$ cat config.mk
export PLATFORM = sky130hd
export DESIGN_NAME = pll_reconfig_ctrl
export DESIGN_NICKNAME = d
export VERILOG_FILES = /design/src/rtl/pll_reconfig_ctrl.sv
export SDC_FILE = /design/constraint.sdc
export NUM_CORES = 1
export LEC_CHECK = 0
export CORE_MARGIN = 4
export CORE_UTILIZATION = 45
export DETAILED_ROUTE_END_ITERATION = 7
export GPL_TIMING_DRIVEN = 0
export PLACE_DENSITY = 0.71
export SLEW_MARGIN = 40
export SYNTH_ARGS = -nofsm -noshare
export SYNTH_HDL_FRONTEND = slang
export SYNTH_SLANG_ARGS = --single-unit
$ cat constraint.sdc
create_clock -name clk -period 2.2 [get_ports clk]
set_input_delay 0.44 -clock clk [delete_from_list [all_inputs] [get_ports clk]]
set_output_delay 0.44 -clock clk [all_outputs]
set_load 0.02 [all_outputs]
$ cat src/rtl/pll_reconfig_ctrl.sv
// pll_reconfig_ctrl
//   Supervisor and dynamic-reconfiguration controller for a Gowin rPLL with
//   dynamic IDIV/FBDIV/ODIV selects. Runs on the reference clock. It pulses the
//   PLL reset, drives the inverted divider selects, qualifies the synchronised
//   LOCK, and releases the downstream reset once lock has been stable. Failed
//   lock attempts are retried. After MAX_RETRY failures the controller parks in
//   FAIL. New divider settings are accepted through a valid/ready handshake.
//
// Ports
//   clk                     reference clock
//   rst_n                   synchronous active-low reset
//   req_valid / req_ready   configuration handshake
//   req_idiv/fbdiv/odiv     requested divider codes
//   pll_lock                rPLL LOCK (asynchronous)
//   pll_reset               rPLL RESET
//   pll_idsel/fbdsel/odsel  inverted divider codes for the rPLL
//   locked                  configured and lock qualified
//   clk_rst_n               active-low reset for PLL-clocked logic (= locked)
//   err                     sticky retry-exhausted flag
module pll_reconfig_ctrl #(
  parameter int         RST_CYCLES   = 16,
  parameter int         LOCK_TIMEOUT = 27000,
  parameter int         LOCK_STABLE  = 2700,
  parameter int         MAX_RETRY    = 3,
  parameter logic [5:0] INIT_IDIV    = 6'd0,
  parameter logic [5:0] INIT_FBDIV   = 6'd2,
  parameter logic [5:0] INIT_ODIV    = 6'd8
) (
  input  logic       clk,
  input  logic       rst_n,
  input  logic       req_valid,
  output logic       req_ready,
  input  logic [5:0] req_idiv,
  input  logic [5:0] req_fbdiv,
  input  logic [5:0] req_odiv,
  input  logic       pll_lock,
  output logic       pll_reset,
  output logic [5:0] pll_idsel,
  output logic [5:0] pll_fbdsel,
  output logic [5:0] pll_odsel,
  output logic       locked,
  output logic       clk_rst_n,
  output logic       err
);

  // One shared counter: every state clears it on entry, so it only has to
  // cover the longest interval of the three.
  localparam int CNT_MAX_A = (RST_CYCLES > LOCK_STABLE) ? RST_CYCLES : LOCK_STABLE;
  localparam int CNT_MAX   = (LOCK_TIMEOUT > CNT_MAX_A) ? LOCK_TIMEOUT : CNT_MAX_A;
  localparam int CNT_W     = (CNT_MAX > 1) ? $clog2(CNT_MAX) : 1;
  localparam int RETRY_W   = (MAX_RETRY > 0) ? $clog2(MAX_RETRY + 1) : 1;

  typedef enum logic [2:0] {
    ST_APPLY  = 3'd0,
    ST_WAIT   = 3'd1,
    ST_STABLE = 3'd2,
    ST_LOCKED = 3'd3,
    ST_FAIL   = 3'd4
  } state_t;

  state_t             state_r, state_s;
  logic [CNT_W-1:0]   cnt_r, cnt_s;
  logic [RETRY_W-1:0] retry_r, retry_s;
  logic [5:0]         cfg_idiv_r, cfg_idiv_s;
  logic [5:0]         cfg_fbdiv_r, cfg_fbdiv_s;
  logic [5:0]         cfg_odiv_r, cfg_odiv_s;
  logic               lock_meta_r, lock_sync_r;
  logic               accept_s;
  logic               pll_reset_s, locked_s, err_s, ready_s;
  logic [5:0]         idsel_s, fbdsel_s, odsel_s;

  // Two-flop synchroniser for the asynchronous PLL lock.
  always_ff @(posedge clk) begin
    if (!rst_n) begin
      lock_meta_r <= 1'b0;
      lock_sync_r <= 1'b0;
    end else begin
      lock_meta_r <= pll_lock;
      lock_sync_r <= lock_meta_r;
    end
  end

  // Next-state and next-output logic; all outputs are registered below.
  always_comb begin
    state_s     = state_r;
    cnt_s       = cnt_r;
    retry_s     = retry_r;
    cfg_idiv_s  = cfg_idiv_r;
    cfg_fbdiv_s = cfg_fbdiv_r;
    cfg_odiv_s  = cfg_odiv_r;
    pll_reset_s = pll_reset;
    idsel_s     = pll_idsel;
    fbdsel_s    = pll_fbdsel;
    odsel_s     = pll_odsel;
    locked_s    = locked;
    err_s       = err;
    ready_s     = req_ready;
    accept_s    = req_valid && req_ready;

    case (state_r)
      ST_APPLY: begin
        idsel_s  = ~cfg_idiv_r;
        fbdsel_s = ~cfg_fbdiv_r;
        odsel_s  = ~cfg_odiv_r;
        if (cnt_r == CNT_W'(RST_CYCLES - 1)) begin
          state_s     = ST_WAIT;
          cnt_s       = {CNT_W{1'b0}};
          pll_reset_s = 1'b0;
        end else begin
          cnt_s       = cnt_r + CNT_W'(1);
          pll_reset_s = 1'b1;
        end
      end
      ST_WAIT: begin
        if (lock_sync_r) begin
          state_s = ST_STABLE;
          cnt_s   = {CNT_W{1'b0}};
        end else if (cnt_r == CNT_W'(LOCK_TIMEOUT - 1)) begin
          retry_s     = retry_r + RETRY_W'(1);
          cnt_s       = {CNT_W{1'b0}};
          pll_reset_s = 1'b1;
          if (retry_s == RETRY_W'(MAX_RETRY)) begin
            state_s = ST_FAIL;
            err_s   = 1'b1;
            ready_s = 1'b1;
          end else begin
            state_s = ST_APPLY;
          end
        end else begin
          cnt_s = cnt_r + CNT_W'(1);
        end
      end
      ST_STABLE: begin
        if (!lock_sync_r) begin
          // A dropout restarts qualification without another PLL reset.
          state_s = ST_WAIT;
          cnt_s   = {CNT_W{1'b0}};
        end else if (cnt_r == CNT_W'(LOCK_STABLE - 1)) begin
          state_s  = ST_LOCKED;
          cnt_s    = {CNT_W{1'b0}};
          retry_s  = {RETRY_W{1'b0}};
          locked_s = 1'b1;
          ready_s  = 1'b1;
        end else begin
          cnt_s = cnt_r + CNT_W'(1);
        end
      end
      ST_LOCKED, ST_FAIL: begin
        // Accept is checked first so it takes priority over a lock loss.
        if (accept_s) begin
          state_s     = ST_APPLY;
          cnt_s       = {CNT_W{1'b0}};
          retry_s     = {RETRY_W{1'b0}};
          cfg_idiv_s  = req_idiv;
          cfg_fbdiv_s = req_fbdiv;
          cfg_odiv_s  = req_odiv;
          idsel_s     = ~req_idiv;
          fbdsel_s    = ~req_fbdiv;
          odsel_s     = ~req_odiv;
          pll_reset_s = 1'b1;
          locked_s    = 1'b0;
          err_s       = 1'b0;
          ready_s     = 1'b0;
        end else if (state_r == ST_LOCKED && !lock_sync_r) begin
          state_s  = ST_WAIT;
          cnt_s    = {CNT_W{1'b0}};
          locked_s = 1'b0;
          ready_s  = 1'b0;
        end else begin
          state_s = state_r;
        end
      end
      default: begin
        state_s     = ST_APPLY;
        cnt_s       = {CNT_W{1'b0}};
        pll_reset_s = 1'b1;
        locked_s    = 1'b0;
        ready_s     = 1'b0;
      end
    endcase
  end

  // State, configuration and registered outputs.
  always_ff @(posedge clk) begin
    if (!rst_n) begin
      state_r     <= ST_APPLY;
      cnt_r       <= {CNT_W{1'b0}};
      retry_r     <= {RETRY_W{1'b0}};
      cfg_idiv_r  <= INIT_IDIV;
      cfg_fbdiv_r <= INIT_FBDIV;
      cfg_odiv_r  <= INIT_ODIV;
      pll_reset   <= 1'b1;
      pll_idsel   <= ~INIT_IDIV;
      pll_fbdsel  <= ~INIT_FBDIV;
      pll_odsel   <= ~INIT_ODIV;
      locked      <= 1'b0;
      clk_rst_n   <= 1'b0;
      err         <= 1'b0;
      req_ready   <= 1'b0;
    end else begin
      state_r     <= state_s;
      cnt_r       <= cnt_s;
      retry_r     <= retry_s;
      cfg_idiv_r  <= cfg_idiv_s;
      cfg_fbdiv_r <= cfg_fbdiv_s;
      cfg_odiv_r  <= cfg_odiv_s;
      pll_reset   <= pll_reset_s;
      pll_idsel   <= idsel_s;
      pll_fbdsel  <= fbdsel_s;
      pll_odsel   <= odsel_s;
      locked      <= locked_s;
      clk_rst_n   <= locked_s;
      err         <= err_s;
      req_ready   <= ready_s;
    end
  end

endmodule

; After elaboration in Yosys (flattened, before gate mapping)
; Cells that the tools add are included.
[totals]
ff_bits = 62
in_bits = 22
wordCells = 106
[classes]
n_addsub = 2
eq_ne = 18
mux = 45
bitwise_logic = 9
reduce_logical = 17
[op_table]
columns = cell, n
row1 = two-way mux 15 bit, 7
row2 = case mux 15 bit (4 select lines), 1
row3 = inverter 6 bit, 6
row4 = case mux 6 bit (2 select lines), 3
row5 = two-way mux 3 bit, 8
row6 = two-way mux 6 bit, 3
row7 = "adder 15 x 1 -> 15 bit, second input constant", 1
row8 = "equality test 15 x 12 -> 1 bit, second input constant", 1
row9 = "equality test 15 bit, second input constant", 1
row10 = "equality test 15 x 4 -> 1 bit, second input constant", 1
row11 = "inequality test 2 bit, second input constant", 7
row12 = two-way mux 1 bit, 12
row13 = case mux 3 bit (4 select lines), 1
row14 = AND reduction 4 bit, 3
row15 = two-way mux 2 bit, 5
row16 = "inequality test 3 bit, second input constant", 3
row17 = case mux 1 bit (4 select lines), 2
row18 = AND reduction 7 bit, 1
row19 = "equality test 3 x 2 -> 1 bit, second input constant", 2
row20 = case mux 2 bit (3 select lines), 1
row21 = AND reduction 6 bit, 1
row22 = AND reduction 5 bit, 1
row23 = AND reduction 2 bit, 2
row24 = nonzero test 2 bit, 2
row25 = 12 further kinds, 16

; Logic depth before layout (Yosys ltp)
[depth]
ltp_word = 6
ltp_mapped = 8

; Worst setup path before layout
; Ideal clock, no wire load.
[synth_path]
kind = register to register
startpoint = register cnt_r[0]
endpoint = register state_r[1]
setup_time_ns = 0.115
arrival_ns = 2.131
required_time_ns = 2.085
path_slack_ns = -0.045
path_stages_with_launch = 8
period_less_slack_ns = 2.245
path_cell_list = dfxtp_1 -> ha_1 -> or3b_1 -> or4_4 -> nand3_2 -> nand2_2 -> o31a_1 -> o21a_1
[synth_between]
elab_chain_cells = 3
[synth_lines]
columns = element, line
row1 = start: declaration, 62  ; logic [CNT_W-1:0] cnt_r, cnt_s;
row2 = start signal: assignment, 187  ; cnt_r <= {CNT_W{1'b0}};
row3 = start signal: assignment, 202  ; cnt_r <= cnt_s;
row4 = "equality test 15 x 12 -> 1 bit, or another cell as far along", 138  ; end else if (cnt_r == CNT_W'(LOCK_STABLE - 1)) begin
row5 = inequality test 3 bit (no line) / inequality test 2 bit (equally long branches), --
row6 = AND reduction 4 bit (no line) *, --
row7 = end signal: assignment, 201  ; state_r <= state_s;
row8 = end: declaration, 61  ; state_t state_r, state_s;
; Mark *: on every way between the ends. The rest lies on a longest branch, timed or not.
; A chain may end at the register's enable or synchronous reset.

; Worst setup path after layout
[layout_path]
startpoint = register cnt_r[1]
endpoint = register cnt_r[13]
[layout_between]
elab_chain_cells = 4
[layout_lines]
columns = element, line
row1 = "adder 15 x 1 -> 15 bit, or another cell as far along", "110, 130, 145"
row2 = two-way mux 15 bit (on tied branches), "138, 118"
row3 = two-way mux 15 bit (on tied branches), "134, 115"
row4 = case mux 15 bit (4 select lines) *, 100  ; case (state_r)
; Marked as above.

==> results.cfg <==
[run_status]
status = finished with violations
violations = negative setup slack

[pwr]
switching_share_pct = 31.3
power_frac_clock_pct = 31.7
power_density_nw_per_um2 = 880
vdd_drop_max_uv = 559
p_sw_mw = 1.08
power.internal_mw = 2.37
power.total_mw = 3.44
seq_power_share_pct = 38.3
p_comb_share_pct = 30.0
total_leakage_power_nw = 1.41

[floorplanning]
rows = 29
io_pins = 45
initial_core_util_pct = 46.4
die_h_um = 89.1
core_area_um2 = 6390
die_area_um2 = 7950
fp.dieW_um = 89.1

[setup_path]
required_ps = 2430
crit_path_max_fanout = 5
end_kind = flop
worst_setup_path_start_kind = flop
worstSetupPathType = flop to flop
critPathArrivalTime_ps = 2440

[route]
routed_via_density = 5.46
firstDrtPassIters = 4
avgRoutedWirePerCell_um = 15.0
drt_iter0_drc = 168
num_vias = 2694
drc = 0
drt-total-wl_mm = 7.39
ant_nets = 0

[cts]
clock_sinks = 62
clk_pin_slew_ps = 60
cts_hold_buffers = 0
cts_tree = done
cts_buffers = 9
htree_levels = 3
root_buffer = clkbuf_8
insertion_delay_ps = 350
cts_buffer_depth = 2

[synth]
async_flop_share_pct = 0
synth_seq_area_share_pct = 41.9
syn_avg_cell_area_um2 = 8.54
ys_seq_elements = 62
netlist_area_um2 = 2960
synth_ff_type = dfxtp_1
netlist_instances = 347
syn_nets = 371
yosysWarningCount = 0
synth_cell_types = 51
synth_edf_count = 0

[place]
dpl_cell_area_um2 = 3510
post-dp-hpwl_mm = 5.10
globalplace.congestion = 0.895
port_buffers = 44

[final_layout]
final_core_util_pct = 61.3
final_cell_area_um2 = 3910
fillers = 582
nets = 435
area_growth_pct = 32.1
antenna_cells = 0
drive_gt1_share_pct = 19.0

[timing]
rsz0062_at_grt = yes
max_slew_margin_pct = 66.0
post-route-min-period_ps = 2210
hold_viol_final = 0
setup_ws_ps = -13.7
holdWs_ps = 436
fmaxAchievable_ghz = 0.452
setup_viol = 3
skew_ps = 14.4
fin_crit_sh_pct = 101
slew_viol_final = 0
worst_pin_slew_ps = 506

[min_path]
min_path_type = flop to flop

[grt]
grt_pass1_vias = 2566
track_usage_pct = 19.6
antenna_found_initial = 0
grt_max_degree = 12
grt_overflow = 0
grt_pass1_wl_mm = 12.1

[flow_run]
cap_violations = 0
[cell families (layout without fill, tap and decap cells)]
| kind of cell | after synthesis | after routing | synth area share (%) |
|---|---|---|---|
| AND/OR/NAND/NOR | 147 | 147 | 24.5 |
| AO/OA/AOI/OAI | 82 | 82 | 19.6 |
| flip-flops | 62 | 62 | 41.9 |
| buffers and inverters | 31 | 100 | 4.73 |
| multiplexers | 23 | 23 | 8.45 |
| adder cells (fa/ha/maj) | 2 | 2 | 0.844 |
[flip-flops by register name, summed over array words and instances, names as in the netlist, 2 cells and up]
register / count
pll_odsel: 6
cfg_fbdiv_r: 6
retry_r: 2
cfg_idiv_r: 6
state_r: 3
cnt_r: 15
pll_fbdsel: 6
cfg_odiv_r: 6
pll_idsel: 6
[worst max-delay path: stages, from the launching register on]
cell     delay (ps)
dfxtp_4         360
ha_4            120
or3b_1          330
or4_4           600
nand3_4         130
a21oi_4          90
buf_6           150
a21o_1          150
a22o_1          170
[cells in the final DEF (no fill, tap or decap), types with 3 or more instances in the layout]
cell type,netlist,final
o21ai_1,8,8
nand3_1,13,12
buf_2,4,6
clkbuf_1,13,7
mux2i_1,7,7
inv_1,8,8
nand4_1,6,6
a21boi_0,8,8
buf_4,1,10
clkbuf_2,0,4
and3_1,5,5
nor2b_1,7,7
clkbuf_8,0,9
a21oi_2,1,3
mux2_2,16,16
nor4_1,4,4
o21ai_0,3,3
dfxtp_1,62,59
clkdlybuf4s50_1,0,44
a22o_1,3,3
a21boi_1,10,9
nor2_1,9,8
nand2_1,74,74
buf_6,2,4
a21oi_1,15,12
nor3b_1,3,3
and2_1,3,3
o211ai_1,16,16
nor3_1,7,7
a21o_1,3,3
[path summary, 6_finish.rpt]
path                     startpoint                     end  slack (ps)  depth (start not counted)
min reg2reg  lock_meta_r$_SDFF_PN0_  lock_sync_r$_SDFF_PN0_         440                          1
max           cnt_r[1]$_SDFFE_PN0N_  cnt_r[13]$_SDFFE_PN0N_         -10                          8
max reg2reg   cnt_r[1]$_SDFFE_PN0N_  cnt_r[13]$_SDFFE_PN0N_         -10                          8
min          lock_meta_r$_SDFF_PN0_  lock_sync_r$_SDFF_PN0_         440                          1
[layout make-up]
type / instances / area [um2] / area share (%)
Buffer: 23 / 133 / 3.39
Timing Repair Buffer: 53 / 512 / 13.1
Clock inverter: 6 / 86.3 / 2.21
Tap cell: 77 / 96.3 / 2.46
Sequential cell: 62 / 1250 / 31.9
Clock buffer: 10 / 128 / 3.26
Inverter: 8 / 30.0 / 0.768
Multi-Input combinational cell: 254 / 1680 / 42.9
[through the flow]
| stage | std cells | setup TNS, ps | setup WS, ps |
|---|---|---|---|
| floorplan | 347 | 0 | 23.0 |
| global placement | 468 | -8140 | -332 |
| detailed placement | 468 | -9760 | -378 |
| CTS | 488 | 0 | 1.73 |
| global route | 493 | -952 | -114 |
| finish | 493 | -34.9 | -13.7 |
[timing repair]
item / CTS / global route
buffers inserted: 4 / 4
endpoints found under the setup margin: 39 / 43
gates resized for setup: 14 / 29
pin swaps: 3 / 4
cloned: 0 / 1
[synthesized netlist by cell type (all sizes together) (2+ instances only)]
library cell,number,share of area [%]
nor3,7,1.2
o21a,2,0.51
nor4,4,0.84
mux2i,7,2.4
and3,6,1.3
inv,8,1.0
nor3b,4,1.2
o211ai,16,4.1
clkbuf,13,1.6
buf,10,2.1
nand2b,2,0.42
or3,2,0.42
nor2b,7,1.5
a21oi,16,2.8
nand4,6,1.3
dfxtp,62,42
o21ai,11,1.9
mux2,16,6.1
o31ai,3,0.76
a21boi,18,4.6
or3b,2,0.59
ha,2,0.84
and4,2,0.63
a22oi,2,0.51
a22o,3,0.89
nand3,14,2.5
a31oi,3,0.63
nor2,9,1.1
and2,3,0.63
a21o,3,0.76
nand2,75,9.6
[power groups by stage]
stage | registers [mW] | clock network (mW) | logic (mW)
after floorplan | 1.40 | 0 | 0.480
after global placement | 1.33 | 0 | 0.847
after detailed placement | 1.33 | 0 | 0.864
after CTS | 1.32 | 1.11 | 0.920
after global routing | 1.33 | 1.15 | 1.13
final | 1.32 | 1.09 | 1.03
[layer usage]
| metal | GRT usage (%) | part of all wire, % | vias to the layer above |
|---|---|---|---|
| li1 | - | - | 1365 |
| met1 | 26.4 | 48 | 1269 |
| met2 | 30.3 | 46 | 50 |
| met3 | 3.78 | 3.6 | 10 |
| met4 | 9.20 | 1.6 | 0 |
| met5 | 0 | 0 | - |
Power figures use the tool's default switching activity.
==> edit 1 (same settings) <==
Change the parameter `MAX_RETRY` from 3 to 5.
--- a/src/rtl/pll_reconfig_ctrl.sv
+++ b/src/rtl/pll_reconfig_ctrl.sv
@@ -21,7 +21,7 @@
   parameter int         RST_CYCLES   = 16,
   parameter int         LOCK_TIMEOUT = 27000,
   parameter int         LOCK_STABLE  = 2700,
-  parameter int         MAX_RETRY    = 3,
+  parameter int         MAX_RETRY    = 5,
   parameter logic [5:0] INIT_IDIV    = 6'd0,
   parameter logic [5:0] INIT_FBDIV   = 6'd2,
   parameter logic [5:0] INIT_ODIV    = 6'd8
Check against the original RTL: no difference found for any inputs over 10 cycles, from zero or initial values and one cycle with rst_n low; that may be too few to reach the edited logic, so the function may still have changed.
==> edit 1 against the unedited design <==
Setup slack gained 150 ps. Sequential cell count grew 1. Cell area shrank 3.1%. Sequential share of layout area grew 1.3 points. Highest routed layer unchanged. Routed wire length shrank 3.5%. Area after synthesis grew 2.4%. Via count shrank 2.1%.
Power is not compared: it rests on default switching activity, and its combinational part moved more than twofold at a synthesized area within 25%.
==> edit 1: results <==
metrics = {
    "pwr": {
        "ir_drop_mv": 0.349,
        "power_leakage_nw": 1.33,
    },
    "synth": {
        "syn-num-nets": 357,
        "synthTopCellsByArea": "dfxtp_1 (42%), mux2i_1 (7.6%), mux2_2 (5.9%)",
        "synth_area_per_cell_um2": 9.14,
        "synth_ff_type": "dfxtp_1",
        "synthArstFlopShare": 0,
        "synth_common_cells": "dfxtp_1 (63), nand2_1 (36), nor2_1 (32), mux2i_1 (23)",
        "synth_seq_area_share": 0.416,
        "synth_warnings": 0,
        "ys_types": 56,
    },
    "global_route": {
        "grt_pass1_vias": 2457,
        "grt_use_total": 0.181,
        "grt_pass1_wl_mm": 12.2,
        "grt_max_degree": 12,
        "antenna_found_initial": 0,
    },
    "clock_tree": {
        "clk_path_buf_depth": 2,
        "clock_latency_ps": 340,
        "numCtsBuffers": 9,
        "htree_levels": 3,
        "clockRootBuffer": "clkbuf_8",
        "clk_pin_slew_ps": 70,
    },
    "place": {
        "port_buffers": 44,
        "gp_congestion": 0.830,
        "dpl.hpwl_mm": 4.96,
        "dp_cells": 453,
    },
    "setup_path": {
        "r2r_cells": 7,
        "cp.arrival_ps": 2350,
        "r2r_slack_ps": 130,
        "path_max_fanout": 10,
    },
    "drt": {
        "vias": 2638,
        "wl_mm": 7.13,
        "first_pass_iters": 4,
        "vias_per_cell": 5.61,
        "drtIter0Drc": 237,
    },
    "worst_hold_path": {
        "hold_path.class": "register to register",
        "hold_depth": 1,
    },
    "finish": {
        "nFillCells": 567,
        "antenna_cells": 0,
        "drive_gt1_frac": 0.150,
        "largest_reg_flops": 15,
        "max_flop_register": "cnt_r",
        "fin_nets": 413,
    },
    "status": {
        "status": "complete, no violations",
    },
    "sta": {
        "finClkSkew_ps": 4.89,
        "max_slew.worst_pin.slew_ps": 554,
    },
}
## edit 1: area by class of cell
cell class                 instances  area [um^2]  share of cell area
buffer                            20          105              0.0277
clock inverter                     6         61.3              0.0162
clock buffer                      10          128              0.0337
timing repair buffer              45          448               0.118
multi-input combinational        241         1660               0.438
sequential                        63         1260               0.333
tap                               77         96.3              0.0254
inverter                           8         30.0             0.00792
## edit 1: repair_timing
action                                  4_1_cts  5_1_grt
resized for setup                             1       13
hold buffers                                  0        0
pin swaps                                     0        1
endpoints found under the setup margin        3       41
hold endpoints to repair                      0        0
setup buffers                                 0        1
## edit 1: worst paths after layout
check	endpoint	from
max reg2reg	cnt_r[6]	state_r[2]
max	cnt_r[6]	state_r[2]
min reg2reg	lock_sync_r	lock_meta_r
min	lock_sync_r	lock_meta_r
## edit 1: critical path: stages (launching register included)
cell and delay (ps):
dfxtp_1 510, or3b_4 470, a21boi_1 200, clkbuf_4 270, o21a_1 200, o31ai_4 80
buf_4 170, nor2_1 110
## edit 1: through the flow
stage | setup WS [ps] | hold slack [ps] | cell area [um^2]
after floorplan | 279 | 412 | 3030
after global placement | -42.3 | 417 | 3570
after detailed placement | -58.8 | 417 | 3570
after CTS | 42.0 | 434 | 3760
after global routing | 9.39 | 451 | 3790
final | 133 | 432 | 3790
## edit 1: per-layer routing
layer / share of wire / GRT usage / vias to the layer above
li1: - / - / 1298
met1: 0.47 / 0.242 / 1245
met2: 0.46 / 0.274 / 83
met3: 0.057 / 0.0484 / 12
met4: 0.014 / 0.0778 / 0
met5: 0 / 0 / -
## edit 1: report_power, final
group	internal, mW	switching, mW	total, mW
clock	0.519	0.461	0.980
combinational	0.0492	0.0495	0.0987
sequential	1.15	0.00373	1.15
## edit 1: kinds of logic after synthesis
kind of cell / share of synthesized area
XOR/XNOR: 0.0375
adder cells (fa/ha/maj): 0.0124
buffers and inverters: 0.0413
flip-flops: 0.416
AO/OA/AOI/OAI: 0.147
multiplexers: 0.135
AND/OR/NAND/NOR: 0.211
==> edit 2 (config.mk and constraints unchanged) <==
Made on the original files. Register the output `err` once more, without a reset; this adds one clock of latency there. The other outputs are not delayed to match.
--- a/src/rtl/pll_reconfig_ctrl.sv
+++ b/src/rtl/pll_reconfig_ctrl.sv
@@ -58,6 +58,8 @@
     ST_FAIL   = 3'd4
   } state_t;
 
+  logic err_s0;
+
   state_t             state_r, state_s;
   logic [CNT_W-1:0]   cnt_r, cnt_s;
   logic [RETRY_W-1:0] retry_r, retry_s;
@@ -93,7 +95,7 @@
     fbdsel_s    = pll_fbdsel;
     odsel_s     = pll_odsel;
     locked_s    = locked;
-    err_s       = err;
+    err_s       = err_s0;
     ready_s     = req_ready;
     accept_s    = req_valid && req_ready;
 
@@ -195,7 +197,7 @@
       pll_odsel   <= ~INIT_ODIV;
       locked      <= 1'b0;
       clk_rst_n   <= 1'b0;
-      err         <= 1'b0;
+      err_s0      <= 1'b0;
       req_ready   <= 1'b0;
     end else begin
       state_r     <= state_s;
@@ -210,10 +212,14 @@
       pll_odsel   <= odsel_s;
       locked      <= locked_s;
       clk_rst_n   <= locked_s;
-      err         <= err_s;
+      err_s0      <= err_s;
       req_ready   <= ready_s;
     end
   end
 
+  always_ff @(posedge clk) begin
+    err <= err_s0;
+  end
+
 endmodule
 
Behaviour: no difference found for any inputs over 10 cycles, from zero or initial values and one cycle with rst_n low; that may be too few to reach the edited logic, so the function may still have changed.
==> edit 2 against the unedited design <==
The flow still finishes with violations (setup timing). Power fell by 0.88%. Sequential cell count up 1. Cell area down 0.42%. Sequential share of layout area up 0.68 points. Clock skew is 2.4 ps lower. Routed wire length decreased by 2.0%. Clock power down 4%. Non-clock buffer count grew 1. Setup slack worse by 3.5 ps. Area after synthesis grew 0.68%. Count of clock-buffer cells in the layout stayed put. Critical path type unchanged. Largest cell class unchanged. Largest power group unchanged. Highest routed layer unchanged.
==> edit 2: results <==
metrics = {
    "place": {
        "dp_cells": 469,
        "dp_slack_ps": -365,
        "gp_congestion": 0.835,
        "port_buffers": 44,
        "dpl-instance-area_um2": 3530,
        "dpl.hpwl_mm": 5.04,
    },
    "sta": {
        "whs_ps": 356,
        "finalSetupTns_ps": -60.6,
        "finClkSkew_ps": 11.9,
        "setup_viol": 7,
        "setup_slack_ps": -17.3,
        "relSlewSlack": 0.666,
    },
    "global_route": {
        "grt_max_degree": 13,
        "grt_pass1_vias": 2589,
        "grt_pass1_wl_mm": 12.2,
        "antenna_found_initial": 0,
        "grt_use_total": 0.195,
    },
    "synth": {
        "synth_cells": 348,
        "yosysTopAreaCell": "dfxtp_1",
        "synth_common_cells": "nand2_1 (74), dfxtp_1 (63), mux2_2 (16), o211ai_1 (16), a21oi_1 (15)",
        "synthArstFlopShare": 0,
        "syn-num-nets": 372,
        "synth_seq_area_share": 0.423,
        "synth_warnings": 0,
        "synthTopCellsByArea": "dfxtp_1 (42%), nand2_1 (9.3%), mux2_2 (6.0%)",
    },
    "clock_tree": {
        "clk_path_buf_depth": 2,
        "numCtsBuffers": 9,
        "htree_levels": 3,
        "clock_latency_ps": 350,
        "clockRootBuffer": "clkbuf_8",
    },
    "status": {
        "status": "finished, violations left",
        "violations": "setup timing",
    },
    "drt": {
        "drtIter0Drc": 130,
        "antenna_left": 0,
        "first_pass_iters": 4,
        "wl_mm": 7.25,
        "vias": 2757,
    },
    "finish": {
        "fin_nets": 437,
        "nFillCells": 568,
        "fin_cells": 495,
        "drive_gt1_frac": 0.179,
        "antenna_cells": 0,
        "largest_reg_flops": 15,
    },
    "setup_path": {
        "cp.arrival_ps": 2500,
        "path_max_fanout": 4,
    },
    "pwr": {
        "power_leakage_nw": 1.41,
        "ir_drop_mv": 0.488,
    },
    "worst_hold_path": {
        "hold_path.class": "register to register",
    },
}
-- edit 2: critical path: stages, from the launching register on --
cell	delay (ps)
dfxtp_4	360
ha_4	130
or3b_1	340
or4_4	600
a211oi_2	350
o21a_1	260
nand2_1	70
o21ai_1	60
-- edit 2: per-layer routing --
metal  global-route usage  up-vias  part of all wire
met5                    0        -                 0
met4               0.0934        0             0.024
met3               0.0313       17             0.043
met2                0.283       70              0.45
met1                0.279     1300              0.49
li1                     -     1370                 -
-- edit 2: final timing paths --
path                  from          to  slack (ps)  cells past startpoint
setup / recovery  cnt_r[1]  retry_r[0]         -20                      7
hold / removal      err_s0         err         360                      0
hold reg to reg     err_s0         err         360                      0
setup reg to reg  cnt_r[1]  retry_r[0]         -20                      7
-- edit 2: logic make-up after synthesis --
family,after synthesis,synth area share
compound gates,82,0.194
buf+inv,31,0.0470
flops,63,0.423
fa+ha+maj,2,0.00839
simple gates,147,0.244
mux,23,0.0839
-- edit 2: where the power goes --
group	internal (mW)	switching [mW]
clock network	0.560	0.491
logic	0.485	0.541
registers	1.26	0.0779
-- edit 2: cell type report --
type                       count  area (um^2)  area share
sequential                    63         1270       0.326
timing repair buffer          54          519       0.133
clock inverter                 6         68.8      0.0177
clock buffer                  10          138      0.0353
buffer                        23          133      0.0340
tap                           77         96.3      0.0247
inverter                       8         30.0     0.00771
multi-input combinational    254         1640       0.421
-- edit 2: repair_timing --
action | CTS | global route
endpoints found under the setup margin | 38 | 43
gates resized for setup | 14 | 21
pin swaps | 4 | 3
cloned | 1 | 0
buffers inserted | 4 | 5
